$ cat src/rtl/seq_multiplier.sv
// Iterative shift-add multiplier: one bit of the weight per cycle, signed or unsigned
// per transaction, with optional accumulation into the result register M.
module seq_multiplier #(
  parameter int FEAT_BIT   = 16,
  parameter int WEIGHT_BIT = 8,
  parameter int OUT_BIT    = 32
) (
  input  logic                  clk,
  input  logic                  rst_n,
  input  logic                  in_valid,
  output logic                  in_ready,
  input  logic [FEAT_BIT-1:0]   A,
  input  logic [WEIGHT_BIT-1:0] B,
  input  logic                  is_signed,
  input  logic                  acc_en,
  output logic                  out_valid,
  input  logic                  out_ready,
  output logic [OUT_BIT-1:0]    M
);

  localparam int CNT_W = (WEIGHT_BIT > 1) ? $clog2(WEIGHT_BIT) : 1;

  localparam logic [1:0] IDLE = 2'd0;
  localparam logic [1:0] BUSY = 2'd1;
  localparam logic [1:0] DONE = 2'd2;

  generate
    if (OUT_BIT < FEAT_BIT + WEIGHT_BIT) begin : g_width_check
      $error("seq_multiplier: OUT_BIT must be >= FEAT_BIT + WEIGHT_BIT");
    end
  endgenerate

  logic [1:0]            state;
  logic [CNT_W-1:0]      cnt;
  logic [FEAT_BIT-1:0]   a_q;
  logic [WEIGHT_BIT-1:0] b_q;
  logic                  sgn_q;
  logic signed [OUT_BIT-1:0] m_q;
  logic                  last_step;

  // The weight's MSB carries negative weight in two's complement, so it subtracts.
  function automatic logic signed [OUT_BIT-1:0] shift_add_step(
    input logic signed [OUT_BIT-1:0] acc,
    input logic [FEAT_BIT-1:0]       a,
    input logic                      sgn,
    input logic [CNT_W-1:0]          idx,
    input logic                      msb
  );
    logic signed [OUT_BIT-1:0] a_ext;
    logic signed [OUT_BIT-1:0] addend;
    a_ext  = sgn ? OUT_BIT'(signed'(a)) : OUT_BIT'(a);
    addend = a_ext << idx;
    return (msb && sgn) ? acc - addend : acc + addend;
  endfunction

  assign last_step = (cnt == CNT_W'(WEIGHT_BIT - 1));
  assign in_ready  = (state == IDLE);
  assign out_valid = (state == DONE);
  assign M         = m_q;

  always_ff @(posedge clk) begin
    if (!rst_n) begin
      state <= IDLE;
      cnt   <= '0;
      m_q   <= '0;
    end else begin
      case (state)
        IDLE: begin
          if (in_valid) begin
            a_q   <= A;
            b_q   <= B;
            sgn_q <= is_signed;
            cnt   <= '0;
            if (!acc_en) m_q <= '0;
            state <= BUSY;
          end
        end
        BUSY: begin
          if (b_q[cnt]) m_q <= shift_add_step(m_q, a_q, sgn_q, cnt, last_step);
          if (last_step) begin
            cnt   <= '0;
            state <= DONE;
          end else begin
            cnt <= cnt + 1'b1;
          end
        end
        DONE: begin
          if (out_ready) state <= IDLE;
        end
        default: state <= IDLE;
      endcase
    end
  end

endmodule

$ cat config.mk
export PLATFORM = sky130hd
export DESIGN_NAME = seq_multiplier
export DESIGN_NICKNAME = d
export VERILOG_FILES = /design/src/rtl/seq_multiplier.sv
export SDC_FILE = /design/constraint.sdc
export NUM_CORES = 1
export LEC_CHECK = 0
export BUFFER_PORTS_ARGS = -buffer_cell sky130_fd_sc_hd__buf_2
export CAP_MARGIN = 30
export CORE_MARGIN = 10
export CORE_UTILIZATION = 50
export DETAILED_ROUTE_END_ITERATION = 8
export PLACE_DENSITY = 0.73
export SLEW_MARGIN = 10
export SYNTH_ARGS = -nofsm -noshare
export SYNTH_HDL_FRONTEND = slang
export SYNTH_SLANG_ARGS = --single-unit
$ cat constraint.sdc
create_clock -name clk -period 8.6 [get_ports clk]
set_clock_uncertainty 0.1 [all_clocks]
set_input_delay 0.86 -clock clk [delete_from_list [all_inputs] [get_ports clk]]
set_output_delay 0.86 -clock clk [all_outputs]
set_load 0.01 [all_outputs]
* Yosys cells after proc, flatten, opt, wreduce, memory -nomap -nowiden
Cells that the tools add are included.
Word-level totals: flip-flop bits (word level) 62, input bits 30, output and inout port bits 34
Operators by class: $add $sub $neg 3, $lt $le $gt $ge 1, equality and inequality tests 8, shift operators 1, muxes and demuxes 15, reductions and logical operators 7
Operator list (number):
- $mux 32 | 5
- $pmux 32 s2 | 1
- $add 32x32->32 | 1
- $shl 32x3->32 | 1
- $sub 32x32->32 | 1
- $ne 2x2->1 const B | 4
- $mux 2 | 3
- $mux 3 | 2
- $pmux 2 s3 | 1
- $pmux 3 s2 | 1
- $reduce_and 3->1 | 2
- $lt 3x4->1 const B | 1
- $reduce_and 4->1 | 1
- $add 3x1->3 const B | 1
- $bmux 1 s3 | 1
- $eq 3x3->1 const B | 1
- $eq 2x1->1 const B | 1
- $eq 2x2->1 const B | 1
- $logic_not 2->1 | 1
- $ne 2x1->1 const B | 1
- $reduce_and 2->1 | 1
- $reduce_bool 2->1 | 1
- $logic_and 1x1->1 | 1
- $mux 1 | 1

* Logic depth before layout (Yosys ltp)
Gate-level depths: netlist of the first run.
word-level depth 6, gate-level depth with buffers 26, gate-level depth less buffers 21

* Least setup slack after synthesis of the first run
Ideal clock, no wire load.
kind register to register, start point register cnt[2], end point register m_q[21] (netlist: M[21]), arrival time 4705 ps, required time 8383 ps, path slack 3677 ps, cell stages (with the launch flop) 23, path buffers 4, period minus slack after synthesis 4923 ps, cell sequence dfxtp_1 buf_2 clkbuf_1 buf_1 clkbuf_1 or3_1 ha_1 inv_1 a2111o_1 o211ai_1 nand2b_1 a21oi_1 a21bo_1 ha_1 a21o_1 a21o_1 a21oi_1 o31ai_1 o211ai_1 a21boi_0 o21a_1 or3_1 a32o_1
Between the ends: cells in the longest elaborated chain, start to end 5, elaborated cells on any way between the ends 12, classes of those cells add/sub: 2; eq/ne: 2; shift: 1; mux: 5; reduce/logical: 2
RTL lines:
- from (decl) | RTL line 34 | logic [CNT_W-1:0] cnt;
- from (signal assigned) | RTL line 84 | cnt <= cnt + 1'b1;
- $shl 32x3->32 or $eq 3x3->1 (tied branches) | RTL line 52, 56
- $add 32x32->32 (tied with other cells) | RTL line 53 | return (msb && sgn) ? acc - addend : acc + addend;
- $mux 32 | RTL line 53
- $mux 32 | RTL line 79 | if (b_q[cnt]) m_q <= shift_add_step(m_q, a_q, sgn_q, cnt, last_step);
- $pmux 32 s2 | RTL line 67 | case (state)
- to (signal assigned) | RTL line 79
- to (decl) | RTL line 38 | logic signed [OUT_BIT-1:0] m_q;
Parallel ways exist; a longest one is shown, timed or not. The select of a mux whose other input is x is not followed. A chain may end at the register's enable or synchronous reset.

* Worst setup path in the final report of the first run
start point register cnt[1], end point register m_q[31] (netlist: M[31])
The elaborated chain is that of the path after synthesis.

==> metrics.csv, run 1 <==
metric,value,unit
status,finished clean,
switching_share,30.7,%
grt_pass1_vias,4650,
grt_use_total,17.2,%
drc,0,
rows,38,
core,0.0108,sq mm
max_slew_margin,55.9,%
seqPwrFrac,40.6,%
fmaxAchievable,0.193,GHz
critical_path_class,reg -> reg,
cts_tree,built,
overflow,0,
grt_max_degree,49,
yosysTopAreaCellShare,13.6,%
ios,64,
worst_pin_slew,655,ps
leakage,2.69,nW
grt_antenna_before_repair,0,
nNetsFinal,742,
ir_drop,0.148,mV
rrSetupSlack,3410,ps
netlist_top_cells_area,"edfxtp_1, dfxtp_1, ha_1",
vias,4958,
syn_inst,629,
place.gp.congestion,0.925,
final_util,56.7,%
cts_buffer_depth,2,
viasPerCell,6.03,
die_h,125,um
reg2reg_depth,17,
synth.largest_area_cell,edfxtp_1,
hold_path.class,reg -> reg,
antenna_cells,0,
crit_start,cnt[1],
synth-async-reset-ratio,0,%
hpwl,10.4,mm
rsz0062_at_grt,false,
drt-total-wl,13.7,mm
yosys_warnings,0,
synth.distinct_cells,73,
first_iter_violations,301,
synth_seq_cells,62,
initial_core_util,51.1,%
portBuffers,63,
die_w,125,um
arrival,5350,ps
critPathLaunchType,flip-flop,
synth_seq_area_share,26.9,%
p_sw,251,uW
clk_pin_slew,70,ps
place_ws,3150,ps
grt_pass1_wl,22.9,mm
finalHoldViolCount,0,
postRouteAntennaNets,0,
period_needed,5190,ps
clockPowerShare,35.5,%
slew_viol_final,0,
syn-cell-area,0.00554,sq mm
drv_cap,0,
end_kind,flip-flop,
clk_latency,380,ps
synth_enable_flop_cells,25,
postCtsHoldBufs,0,
post-cts-setup-buffer-count,0,
r2r_end,M[31],
critPathRequiredTime,8760,ps
internal_power,567,uW
areaGrowthSynthToFinish,11.0,%
setup_tns,0,ps
syn_nets,694,
final_layout_size_suffix_gt1_share,17.4,%
endpoint,M[31],
period_share,60.3,%
ctsResizeCount,0,
syn_area_per_cell,8.81,sq um
pwr-share-comb,23.9,%
root_buffer,clkbuf_8,
avgRoutedWirePerCell,16.7,um
p_per_area,133,mW/mm^2
htree_num_levels,3,
crit_fanout,43,
synth_ff_type,dfxtp_1,
setup_ws,3410,ps
setup_viol,0,
clock_sinks,62,
die_area,0.0157,sq mm
rr_startpoint,cnt[1],
drt_pass1_iterations,5,
cts_buffers,9,
through the flow:
stage                     hold WS (ps)  instance area (sq um)  total power, mW  instances
final                              380                   6150            0.818        822
after global routing               405                   6150            0.862        822
after CTS                          386                   6110            0.823        820
after detailed placement           375                   5890            0.530        804
after global placement             366                   5890            0.525        804
after floorplan                    364                   5540            0.482        629
Yosys cell counts (all sizes together), types with 5 or more instances:
library cell  instances
nor3                  7
ha                   34
clkbuf               17
xnor2                15
and3                  9
a31oi                 7
mux2i                24
a21oi                48
a21o                 27
o21ai                42
and2                 12
nand2b                9
o21a                 10
nor2b                33
edfxtp               25
mux2                 10
buf                  14
nand2                57
xor2                 22
mux4                 12
dfxtp                37
nor2                 39
or3                   5
nand3                 5
nor3b                 7
o211ai                5
nand4                 5
inv                  17
a21boi                6
a22oi                14
layout by cell type (no fill, tap or decap), drive strengths merged, types with 14 or more instances in the layout:
master / count
a21o: 27
a21oi: 48
a22oi: 14
buf: 68
dfxtp: 37
edfxtp: 25
ha: 34
inv: 18
mux2i: 24
nand2: 57
nor2: 39
nor2b: 33
o21ai: 42
xnor2: 15
xor2: 22
area by class of cell:
class / count / area (sq um)
clock buffers: 9 / 124
well taps: 140 / 175
clock inverters: 7 / 97.6
repair buffers: 68 / 373
multi-input cells: 519 / 3820
fillers: 967 / 4690
inverters: 17 / 63.8
flip-flops and latches: 62 / 1490
registers in the layout, indices dropped and copies added, names as in the netlist:
| name | flops |
|---|---|
| M | 32 |
| a_q | 16 |
| b_q | 8 |
| cnt | 3 |
| state | 2 |
| sgn_q | 1 |
routing by layer:
layer  track usage (%)  vias up  share of wire, %
li1                  -     2451                 -
met1              23.5     2312                48
met2              25.2      171                42
met3              4.35       24               6.9
met4              7.38        0               2.4
met5                 0        -                 0
power by group through the flow:
stage / registers (mW) / clock network [mW] / logic, mW
finish: 0.332 / 0.290 / 0.196
global route: 0.334 / 0.311 / 0.218
CTS: 0.334 / 0.298 / 0.191
detailed placement: 0.341 / 0 / 0.190
global placement: 0.340 / 0 / 0.185
floorplan: 0.337 / 0 / 0.145
how the worst min path moves through the flow:
stage | from | endpoint | slack, ps | cells after the start
final | M[29] | M[29] | 380 | 2
after global routing | M[29] | M[29] | 400 | 2
after CTS | M[29] | M[29] | 390 | 2
after detailed placement | M[29] | M[29] | 370 | 2
after global placement | M[10] | M[10] | 370 | 2
after floorplan | state[1] | state[0] | 360 | 1
cell families after synthesis:
kind of cell / synth area share, %
flip-flops: 26.9
adder cells (fa/ha/maj): 8.04
buffers and inverters: 4.04
AND/OR/NAND/NOR: 18.7
XOR/XNOR: 5.85
AO/OA/AOI/OAI: 24.7
multiplexers: 11.7
critical path, stage by stage (launching register included):
cell and delay, ps:
dfxtp_2 420, buf_12 250, mux4_2 580, nand2_2 120, nand4_2 120, a2111oi_4 630, nor2b_1 300, mux2i_1 100
a31oi_1 140, nand2_1 90, ha_1 390, nand4_1 140, o31ai_1 430, nor2_1 150, o21ai_0 570, a211oi_1 220
a22oi_1 200, nand3_1 100
Power figures use the tool's default switching activity.
==> inputs of run 2 (changes only) <==
--- a/config.mk
+++ b/config.mk
@@ -10,7 +10,7 @@
 export CORE_MARGIN = 10
 export CORE_UTILIZATION = 50
 export DETAILED_ROUTE_END_ITERATION = 8
-export PLACE_DENSITY = 0.73
+export PLACE_DENSITY = 0.76
 export SLEW_MARGIN = 10
 export SYNTH_ARGS = -nofsm -noshare
 export SYNTH_HDL_FRONTEND = slang
==> constraint.sdc (replaced) <==
create_clock -name clk -period 4.3 [get_ports clk]
set_clock_uncertainty 0.1 [all_clocks]
set_input_delay 0.43 -clock clk [delete_from_list [all_inputs] [get_ports clk]]
set_output_delay 0.43 -clock clk [all_outputs]
set_load 0.01 [all_outputs]
==> run 2 against run 1 <==
Against the previous run:
- the flow now finishes with violations (negative setup slack)
- first-iteration DRC count rose by 55%
- sequential share of layout area is 4.3 points lower
- hold slack worse by 240 ps
- clock-buffer cell count grew 2
- core utilization increased by 12 points
- cell count is 17% higher
- sequential power rose by 100%
- worst setup slack worse by 3600 ps
- critical endpoint is now M[21]
- maximum frequency rose by 16%
- global-route usage is 2.7 points higher
- combinational power rose to 2.7 times the previous value
- non-clock buffer count up 137
==> metrics.csv, run 2 (synthesized netlist as in run 1, its figures left out) <==
metric,value,unit
status,"complete, but fails checks",
violations,negative setup slack,
rsz0062_at_grt,true,
grt_pass1_wl,26.5,mm
avgRoutedWirePerCell,17.6,um
cp_slowest_stage_delay,550,ps
largest_reg_flops,32,
min_from,B[3],
fmaxAchievable,0.224,GHz
place.gp.congestion,0.937,
final_common_cell,buf_4,
hold_end,b_q[3],
drc,0,
holdWs,136,ps
die_w,125,um
grt_pass1_vias,5503,
finalHoldViolCount,0,
ir_drop,0.252,mV
ios,64,
internal_power,1.17,mW
drt-total-wl,16.9,mm
overflow,0,
cp_common_cell,a21o_1,
hpwl,12.6,mm
clockPowerShare,30.2,%
critical_path_class,reg -> reg,
clock_sinks,62,
critPathSlowestCell,mux4_2,
critPathLaunchType,flip-flop,
htree_num_levels,3,
areaGrowthSynthToFinish,35.2,%
viasPerCell,5.89,
grt_use_total,19.9,%
hold_path.class,in -> reg,
cts_buffer_depth,2,
period_share,104,%
slew_viol_final,0,
reg2reg_depth,20,
final_cell_mix,"buf_4, buf_2, nand2_1, a21oi_1, nor2_1",
leakage,3.41,nW
pwr-share-comb,31.2,%
seqPwrFrac,38.6,%
setup_viol,5,
antenna_cells,0,
drt_pass1_iterations,6,
cts_tree,built,
final_layout_size_suffix_gt1_share,37.0,%
clk_pin_slew,70,ps
rr_startpoint,cnt[1],
cp_cell_sequence,buf_12 -> mux4_2 -> mux2i_4 -> nand2_2 -> a2111o_1 -> buf_6 -> nor3_4 -> nand2b_1 -> a21oi_1 -> a21bo_2 -> ha_4 -> a21o_1 -> a21o_1 -> a21oi_2 -> o31ai_2 -> o211ai_1 -> a21boi_1 -> o21a_1 -> or3_1 -> a32o_1,
postRouteAntennaNets,0,
vias,5649,
drv_cap,0,
clk_latency,370,ps
end_kind,flip-flop,
p_per_area,229,mW/mm^2
critPathRequiredTime,4470,ps
portBuffers,63,
die_area,0.0157,sq mm
worst_pin_slew,672,ps
setup_ws,-165,ps
period_needed,4460,ps
whs_path_depth,1,
switching_share,32.0,%
die_h,125,um
initial_core_util,51.1,%
max_slew_margin,55.2,%
crit_fanout,4,
arrival,4630,ps
cts_buffers,9,
grt_max_degree,28,
postCtsHoldBufs,0,
rows,38,
core,0.0108,sq mm
grt_antenna_before_repair,0,
final_util,69.1,%
rrSetupSlack,-160,ps
first_iter_violations,468,
nNetsFinal,879,
root_buffer,clkbuf_8,
r2r_end,M[21],
p_sw,550,uW
## run 2: through the flow
stage                     setup TNS, ps  std cells  power (mW)  area [sq um]  worst slack, ps
after detailed placement          -1930        923        1.15          6850             -275
after global placement             -467        923        1.14          6850             -105
after global routing              -1810        959        1.80          7490             -307
after floorplan                    -266        629       0.973          5630             -157
final                              -406        959        1.72          7490             -165
after CTS                         -78.1        948        1.69          7240            -39.4
## run 2: final cells by class
type | count | area [sq um]
inverters | 17 | 63.8
repair buffers | 205 | 1430
clock inverters | 5 | 61.3
flip-flops and latches | 62 | 1500
multi-input cells | 519 | 4130
fillers | 840 | 3350
clock buffers | 11 | 131
well taps | 140 | 175
## run 2: worst max-delay path by stage
stage | slack (ps) | cells past startpoint | startpoint | to
finish | -160 | 20 | cnt[1] | M[21]
detailed placement | -270 | 18 | cnt[1] | M[26]
CTS | -40 | 20 | a_q[4] | M[30]
floorplan | -160 | 24 | cnt[1] | M[21]
global placement | -110 | 18 | cnt[1] | M[26]
global route | -310 | 20 | cnt[1] | M[21]
## run 2: power groups by stage
stage                     Sequential (mW)  Clock (mW)  Combinational, mW
final                               0.664       0.519              0.535
after detailed placement            0.676           0              0.478
after CTS                           0.663       0.533              0.497
after floorplan                     0.675           0              0.298
after global routing                0.666       0.552              0.580
after global placement              0.675           0              0.462
## run 2: repair_timing
item / CTS / global route
setup endpoints to repair: 11 / 19
endpoints found under the hold margin: 0 / 0
buffers inserted: 9 / 11
pin swaps: 17 / 18
gates resized for setup: 33 / 39
## run 2: critical path: cells and delay by family, from the launching register on
kind	cells	cell delay (ps)
buffers and inverters	2	280
adder cells (fa/ha/maj)	1	210
AND/OR/NAND/NOR	4	710
flip-flops	1	400
AO/OA/AOI/OAI	11	1930
multiplexers	2	750
## run 2: routing by layer
layer | wire (um) | vias up | track usage, %
li1 | - | 2705 | -
met1 | 7470 | 2687 | 24.9
met2 | 8010 | 215 | 32.5
met3 | 995 | 42 | 4.10
met4 | 401 | 0 | 8.40
met5 | 0 | - | 0
